===== src/rtl/uart_pkg.sv =====
// Shared constants for the configurable UART receiver: FSM states, parity modes
// and the majority-vote helper used at every bit sample point.
package uart_pkg;

    typedef enum logic [2:0] {
        ST_IDLE,
        ST_START,
        ST_DATA,
        ST_PARITY,
        ST_STOP
    } state_e;

    localparam int unsigned PAR_NONE = 0;
    localparam int unsigned PAR_ODD  = 1;
    localparam int unsigned PAR_EVEN = 2;

    localparam int unsigned MIN_DIV  = 4;

    function automatic logic maj3(input logic a, input logic b, input logic c);
        return (a & b) | (a & c) | (b & c);
    endfunction

endpackage


===== src/rtl/sync_3ff.sv =====
// Three-flop synchronizer for the asynchronous serial line; resets to idle-high.
module sync_3ff (
    input  logic clk,
    input  logic rst_n,
    input  logic d_i,
    output logic q_o
);

    logic [2:0] sync_q;

    always_ff @(posedge clk or negedge rst_n) begin
        if (!rst_n) sync_q <= '1;
        else        sync_q <= {sync_q[1:0], d_i};
    end

    assign q_o = sync_q[2];

endmodule


===== src/rtl/uart_rx_cfg.sv =====
// Configurable UART receiver: oversampled by a per-frame latched divisor, 2-of-3
// majority sampling at mid-bit, optional parity and one or two stop bits.
module uart_rx_cfg
    import uart_pkg::*;
#(
    parameter int unsigned DATA_W = 8,
    parameter int unsigned PARITY = 0,
    parameter int unsigned STOP_W = 1,
    parameter int unsigned DIV_W  = 16
) (
    input  logic              clk,
    input  logic              rst_n,
    input  logic [DIV_W-1:0]  baud_div,
    input  logic              din,
    output logic [DATA_W-1:0] dout,
    output logic              dout_vld,
    output logic              parity_err,
    output logic              frame_err,
    output logic              busy
);

    localparam int unsigned BIT_W = $clog2(DATA_W);

    logic rx_s;
    logic rx_p1_q, rx_p2_q;

    state_e             state_q, state_d;
    logic [DIV_W-1:0]   div_q, div_d;
    logic [DIV_W-1:0]   cnt_q, cnt_d;
    logic [BIT_W-1:0]   bit_q, bit_d;
    logic               stop_q, stop_d;
    logic [DATA_W-1:0]  shift_q, shift_d;
    logic               perr_acc_q, perr_acc_d;
    logic               ferr_acc_q, ferr_acc_d;
    logic [DATA_W-1:0]  dout_q, dout_d;
    logic               vld_q, vld_d;
    logic               perr_q, perr_d;
    logic               ferr_q, ferr_d;

    logic             sample;
    logic             at_mid, at_end, last_stop;
    logic [DIV_W-1:0] div_clamped;

    sync_3ff u_sync (
        .clk   (clk),
        .rst_n (rst_n),
        .d_i   (din),
        .q_o   (rx_s)
    );

    assign sample      = maj3(rx_p2_q, rx_p1_q, rx_s);
    assign at_mid      = (cnt_q == ((div_q >> 1) - DIV_W'(1)));
    assign at_end      = (cnt_q == (div_q - DIV_W'(1)));
    assign last_stop   = (STOP_W == 1) || stop_q;
    assign div_clamped = (baud_div < DIV_W'(MIN_DIV)) ? DIV_W'(MIN_DIV) : baud_div;

    always_ff @(posedge clk or negedge rst_n) begin
        if (!rst_n) begin
            rx_p1_q    <= 1'b1;
            rx_p2_q    <= 1'b1;
            state_q    <= ST_IDLE;
            div_q      <= DIV_W'(MIN_DIV);
            cnt_q      <= '0;
            bit_q      <= '0;
            stop_q     <= 1'b0;
            shift_q    <= '0;
            perr_acc_q <= 1'b0;
            ferr_acc_q <= 1'b0;
            dout_q     <= '0;
            vld_q      <= 1'b0;
            perr_q     <= 1'b0;
            ferr_q     <= 1'b0;
        end else begin
            rx_p1_q    <= rx_s;
            rx_p2_q    <= rx_p1_q;
            state_q    <= state_d;
            div_q      <= div_d;
            cnt_q      <= cnt_d;
            bit_q      <= bit_d;
            stop_q     <= stop_d;
            shift_q    <= shift_d;
            perr_acc_q <= perr_acc_d;
            ferr_acc_q <= ferr_acc_d;
            dout_q     <= dout_d;
            vld_q      <= vld_d;
            perr_q     <= perr_d;
            ferr_q     <= ferr_d;
        end
    end

    always_comb begin
        state_d    = state_q;
        div_d      = div_q;
        cnt_d      = cnt_q;
        bit_d      = bit_q;
        stop_d     = stop_q;
        shift_d    = shift_q;
        perr_acc_d = perr_acc_q;
        ferr_acc_d = ferr_acc_q;
        dout_d     = dout_q;
        vld_d      = 1'b0;
        perr_d     = 1'b0;
        ferr_d     = 1'b0;

        if (state_q != ST_IDLE) begin
            cnt_d = at_end ? '0 : cnt_q + DIV_W'(1);
        end

        case (state_q)
            ST_IDLE: begin
                // Edge-only entry: a line held low after a break cannot restart a frame.
                if (rx_p1_q && !rx_s) begin
                    state_d    = ST_START;
                    div_d      = div_clamped;
                    cnt_d      = '0;
                    bit_d      = '0;
                    stop_d     = 1'b0;
                    perr_acc_d = 1'b0;
                    ferr_acc_d = 1'b0;
                end
            end
            ST_START: begin
                if (at_mid && sample) begin
                    state_d = ST_IDLE;
                    cnt_d   = '0;
                end else if (at_end) begin
                    state_d = ST_DATA;
                    bit_d   = '0;
                end
            end
            ST_DATA: begin
                if (at_mid) begin
                    shift_d = {sample, shift_q[DATA_W-1:1]};
                end
                if (at_end) begin
                    if (bit_q == BIT_W'(DATA_W - 1)) begin
                        state_d = (PARITY == PAR_NONE) ? ST_STOP : ST_PARITY;
                        stop_d  = 1'b0;
                    end else begin
                        bit_d = bit_q + BIT_W'(1);
                    end
                end
            end
            ST_PARITY: begin
                if (at_mid) begin
                    perr_acc_d = (sample != ((^shift_q) ^ (PARITY == PAR_ODD)));
                end
                if (at_end) begin
                    state_d = ST_STOP;
                    stop_d  = 1'b0;
                end
            end
            ST_STOP: begin
                if (at_mid) begin
                    if (!sample) ferr_acc_d = 1'b1;
                    if (last_stop) begin
                        state_d = ST_IDLE;
                        cnt_d   = '0;
                        dout_d  = shift_q;
                        vld_d   = 1'b1;
                        perr_d  = perr_acc_q;
                        ferr_d  = ferr_acc_q | !sample;
                    end
                end else if (at_end) begin
                    stop_d = 1'b1;
                end
            end
            default: begin
                state_d = ST_IDLE;
                cnt_d   = '0;
            end
        endcase
    end

    assign dout       = dout_q;
    assign dout_vld   = vld_q;
    assign parity_err = perr_q;
    assign frame_err  = ferr_q;
    assign busy       = (state_q != ST_IDLE);

endmodule


===== config.mk =====
export PLATFORM = sky130hd
export DESIGN_NAME = uart_rx_cfg
export DESIGN_NICKNAME = d
export VERILOG_FILES = /design/src/rtl/uart_pkg.sv /design/src/rtl/sync_3ff.sv /design/src/rtl/uart_rx_cfg.sv
export SDC_FILE = /design/constraint.sdc
export NUM_CORES = 1
export LEC_CHECK = 0
export CORE_UTILIZATION = 49
export DETAILED_ROUTE_END_ITERATION = 12
export PLACE_DENSITY = 0.78
export SYNTH_ARGS = -nofsm -noshare
export SYNTH_HDL_FRONTEND = slang
export SYNTH_SLANG_ARGS = --single-unit

===== constraint.sdc =====
create_clock -name clk -period 6.4 [get_ports clk]
set_clock_uncertainty 0.2 [all_clocks]
set_input_delay 1.28 -clock clk [delete_from_list [all_inputs] [get_ports clk]]
set_output_delay 1.28 -clock clk [all_outputs]
set_load 0.01 [all_outputs]

# --- Word level (Yosys, flattened, before mapping) ---
# Cells that the tools add are included.
op_classes:
  n_bitwise: 6
  n_eq_ne: 19
  reduce_logical: 18
  mux: 33
  n_lt_le_gt_ge: 1
  addsub: 4
op_table:
  columns: ["operator", "count"]
  rows:
  - ["2-to-1 mux 16 bit", 6]
  - ["one-hot mux 16 bit (4 select lines)", 1]
  - ["2-to-1 mux 3 bit", 12]
  - ["== test 16 bit", 2]
  - ["!= test 2 bit (second input constant)", 10]
  - ["adder 16 x 1 -> 16 bit (second input constant)", 1]
  - ["less-than comparator 16 x 3 -> 1 bit (second input constant)", 1]
  - ["subtractor 15 x 1 -> 16 bit (second input constant)", 1]
  - ["subtractor 16 x 1 -> 16 bit (second input constant)", 1]
  - ["one-hot mux 3 bit (5 select lines)", 1]
  - ["AND reduction 6 bit", 2]
  - ["2-to-1 mux 1 bit", 10]
  - ["one-hot mux 3 bit (3 select lines)", 1]
  - ["XOR reduction 8 bit", 1]
  - ["== test 3 x 2 -> 1 bit (second input constant)", 2]
  - ["== test 3 bit (second input constant)", 2]
  - ["AND reduction 2 bit", 3]
  - ["nonzero test 3 bit", 2]
  - ["one-hot mux 1 bit (2 select lines)", 2]
  - ["AND reduction 4 bit", 1]
  - ["nonzero test 2 bit", 2]
  - ["adder 3 x 1 -> 3 bit (second input constant)", 1]
  - ["AND 1 bit", 3]
  - ["== test 3 x 1 -> 1 bit (second input constant)", 1]
  - ["8 further kinds", 12]
totals:
  output_inout_bits: 12
  regBits: 64
  input_bits: 19
  elab_cells: 95

# --- Longest topological paths before layout ---
depth:
  word_depth: 7
  mapped_depth: 12
  ltp_nobuf: 9

# --- Modules after synthesis ---
# Synthesis repeated with hierarchy kept, for this count alone.
hier_totals:
  hier_cells: 434
  area_unflattened_um2: 3938.8
by_module_without_submodules:
  columns: ["module", "seq_area_each_um2", "area_per_inst_um2", "n_inst", "cells_each"]
  rows:
  - ["uart_rx_cfg", 1530.2, 3860.0, 1, 431]
  - ["sync_3ff", 78.8, 78.8, 1, 3]

# --- Worst setup path before layout ---
# No wires, ideal clock.
synth_timing:
  path_type: "register -> register"
  start: "register div_q[1]"
  end: "register dout_q[3], in the netlist dout[3]"
  setup_time_ps: 125
  required_ps: 6075
  path_buffers: 3
  slack_ps: 3098
  arrival_ps: 2978
  stages_incl_launch_ff: 13
  period_less_slack_ps: 3302
  cell_sequence: "dfrtp_1 -> inv_1 -> ha_1 -> clkbuf_2 -> or4b_1 -> buf_2 -> or4_1 -> o311ai_0 -> or2_2 -> nand4_4 -> nor2_2 -> buf_6 -> mux2_2"
synth_between:
  elab_chain_len: 3
synth_lines:
  columns: ["element", "line", "rtl"]
  rows:
  - ["start, declared", "uart_rx_cfg.sv:28", "logic [DIV_W-1:0] div_q, div_d;"]
  - ["start signal, assigned", "uart_rx_cfg.sv:62", "div_q <= DIV_W'(MIN_DIV);"]
  - ["start signal, assigned", "uart_rx_cfg.sv:77", "div_q <= div_d;"]
  - ["subtractor 15 x 1 -> 16 bit", "uart_rx_cfg.sv:52", "assign at_mid = (cnt_q == ((div_q >> 1) - DIV_W'(1)));"]
  - ["== test 16 bit", "uart_rx_cfg.sv:52", null]
  - ["AND reduction 2 bit (no line)", null, null]
  - ["end signal, assigned", "uart_rx_cfg.sv:84", "dout_q <= dout_d;"]
  - ["end, declared", "uart_rx_cfg.sv:35", "logic [DATA_W-1:0] dout_q, dout_d;"]
# No other way between the ends.
# A chain may end at the register's enable or synchronous reset.

# --- Worst setup path after layout ---
# Ends and elaborated chain as after synthesis.

==> summary.md <==
| Metric | Value |
|---|---|
| Worst path arrival time | 3.93 ns |
| Area of the mapped netlist | 4170 um^2 |
| Setup bufs post-CTS | 0 |
| Core area | 8220 um^2 |
| Drt total wl | 9100 um |
| PortBufs | 30 |
| Nets | 450 |
| Fillers | 705 |
| Dominant cell type by area after synthesis | dfrtp_1 |
| Inserted Clock Buffers | 9 |
| R2R depth | 9 |
| DP HPWL | 6570 um |
| Tcrit/Tclk final | 60.7% |
| GP Congestion | 0.944 |
| Leading cell types by total area after synthesis | dfrtp_1, xnor2_1, mux2_2 |
| Sequential share of the synthesized area | 38.6% |
| Layout area overhead | 11.4% |
| Post-synth EDFFs | 0 |
| Leakage | 1.82 nW |
| DR pass1 iterations | 5 |
| DR DRC count | 0 |
| Height of the die | 94.2 um |
| Clock root buffer | clkbuf_8 |
| PD cells | 321 nW/um^2 |
| CTS tree | built |
| Initial antenna violation count | 0 |
| RR Startpoint | div_q[1] |
| Avg Cell Area, Syn | 10.1 um^2 |
| Cts hold-fix bufs | 0 |
| Worst reg2reg setup slack | 2.52 ns |
| Final TNS setup | 0 ns |
| Final min period | 3.88 ns |
| Hold Slack | 0.159 ns |
| Ys flop type | dfrtp_1 |
| Clock-pin slew on the worst setup and hold paths | 0.08 ns |
| Ports | 31 |
| Post-cts sizing count | 0 |
| Final hold vios | 0 |
| Multi-input logic area | 2350 um^2 |
| Antenna-violating nets left | 0 |
| DR vias | 3207 |
| Buffer depth of the longest clock path | 2 |
| Finish-stage setup viols | 0 |
| Max Cap Viol | 0 |
| Crit path from | div_q[1] |
| Crit start category | flop |
| Total track usage | 22.1% |
| YS warnings | 0 |
| Peak VDD IR | 0.175 mV |
| DRT iter0 DRCs | 163 |
| Reg area | 1610 um^2 |
| Final WS setup | 2.52 ns |
| Placed cells | 520 |
| Die Area | 8880 um^2 |
| Site Rows | 33 |
| Setup crit end kind | flop |
| Synth cell types | 77 |
| Max Clock Freq | 257 MHz |
| First-pass GRT wire length | 14900 um |
| Worst Hold Class | reg -> reg |
| Worst slew pin tran | 0.933 ns |
| RSZ-0062 raised after global routing | false |
| Post-route non-filler standard cell count | 536 |
| Layout cells sized above 1 | 16.7% |
| Sink Count | 64 |
| Relative slew slack | 37.7% |
| Ant diodes | 0 |
| Status | completed |
| Vias per inst | 5.98 |
| FF-to-FF End | dout[3] |
| Vias in the first global route | 3037 |
| Gate count of the mapped netlist | 414 |
| Yosys reg bits | 64 |
| Slew Viols, Final | 0 |
| Initial Utilization | 50.7% |
| Synth top area share | 34.8% |
| Worst skew pair latency | 0.35 ns |
| Largest net degree at the start of global routing | 65 |
| Setup WS pre-CTS | 2.54 ns |
| Global route overflow | 0 |
| Routed WL per cell | 17.0 um |
| H-tree levels | 3 |
| Setup crit end | dout[3] |
| Largest fanout on the critical path | 11 |
| Worst EP required | 6.44 ns |
| Async S/R FF share, synth | 100% |
| Die Wd | 94.2 um |
| Path type of the worst setup path | reg -> reg |
| Mapped Nets | 438 |
| Worst min-delay path startpoint | u_sync.sync_q[1] |
## flip-flops by register name, indices dropped and copies added (netlist names)
register	flops
parity_err	1
dout_vld	1
cnt_q	16
bit_q	3
ferr_acc_q	1
state_q	3
div_q	16
frame_err	1
rx_p1_q	1
u_sync.sync_q	3
perr_acc_q	1
dout	8
shift_q	8
rx_p2_q	1
## per-stage QoR
step	util (%)	total power, W	cell area, um^2
6_report	56.5	0.00149	4640
5_1_grt	56.5	0.00158	4640
4_1_cts	56.5	0.00149	4640
2_1_floorplan	-	0.00104	4170
3_5_place_dp	54.2	0.00116	4450
3_3_place_gp	54.2	0.00114	4450
## synthesized netlist by cell type (5+ instances only)
cell type  count
and4_1         6
inv_1         14
xnor2_1       38
dfstp_2        6
nor2_1        24
nand3_1       11
nand4_1        7
a31oi_1        8
mux2_2        26
o21ai_0       11
nand2b_1       5
dfrtp_1       58
xor2_1        15
ha_1           5
nor4_1         9
nor2b_1        5
a21oi_1       16
nand2_1       24
nor3_1         6
mux2i_1        5
clkbuf_1      21
## worst max-delay path, cell delays in order, from the launching register on
cell,delay (ns)
dfrtp_1,0.44
inv_1,0.11
ha_1,0.31
or4b_1,0.73
or4_1,0.58
o311ai_0,0.16
or2_2,0.24
nand4_4,0.15
nor2_2,0.46
mux2_2,0.39
## how the worst min path moves through the flow
stage                                  end  slack [ns]  depth (start not counted)
after floorplan           u_sync.sync_q[1]        0.15                          0
after global placement    u_sync.sync_q[2]        0.15                          0
after detailed placement  u_sync.sync_q[2]        0.15                          0
after CTS                 u_sync.sync_q[2]        0.16                          0
after global routing      u_sync.sync_q[1]        0.17                          0
final                     u_sync.sync_q[2]        0.16                          0
## kinds of logic after synthesis
family | count (synthesis) | synth area share [%]
buffers and inverters | 45 | 4.89
flip-flops | 64 | 38.6
adder cells (fa/ha/maj) | 5 | 1.50
XOR/XNOR | 53 | 11.1
multiplexers | 35 | 9.31
AO/OA/AOI/OAI | 73 | 13.4
AND/OR/NAND/NOR | 139 | 21.2
## cell usage in the layout, fill, tap and decap left out, types with 4 or more instances in the layout
cell             netlist  final
a21oi_1               16     16
a31oi_1                8      8
and4_1                 6      6
clkbuf_8               0     10
clkdlybuf4s50_1        0     29
dfrtp_1               58     58
dfstp_2                6      6
ha_1                   5      5
inv_1                 14     14
mux2_1                 4      4
mux2_2                26     26
mux2i_1                5      5
nand2_1               24     24
nand2b_1               5      5
nand3_1               11     11
nand4_1                7      7
nor2_1                24     24
nor2b_1                5      5
nor3_1                 6      6
nor4_1                 9      9
o211ai_1               4      4
o21ai_0               11     11
xnor2_1               38     38
xor2_1                15     15
## final cells by class
cell class	instances	share of cell area [%]
multi-input cells	305	50.7
flip-flops and latches	64	34.7
repair buffers	31	6.52
clock buffers	10	2.96
well taps	105	2.83
inverters	15	1.21
clock inverters	6	1.10
## layer usage
| layer | GRT usage [%] | share of wire (%) | vias to the layer above |
|---|---|---|---|
| met5 | 0 | 0 | - |
| met4 | 9.49 | 1.5 | 0 |
| met3 | 4.13 | 4.5 | 13 |
| met2 | 35.7 | 49 | 85 |
| met1 | 28.8 | 45 | 1583 |
| li1 | - | - | 1526 |
## report_power, final
| group | leakage [nW] | internal, W | switching, W | total, W |
|---|---|---|---|---|
| logic | 0.892 | 0.000246 | 0.000287 | 0.000533 |
| registers | 0.830 | 0.000468 | 0.000160 | 0.000628 |
| clock network | 0.0935 | 0.000156 | 0.000174 | 0.000330 |
Power figures use the tool's default switching activity.
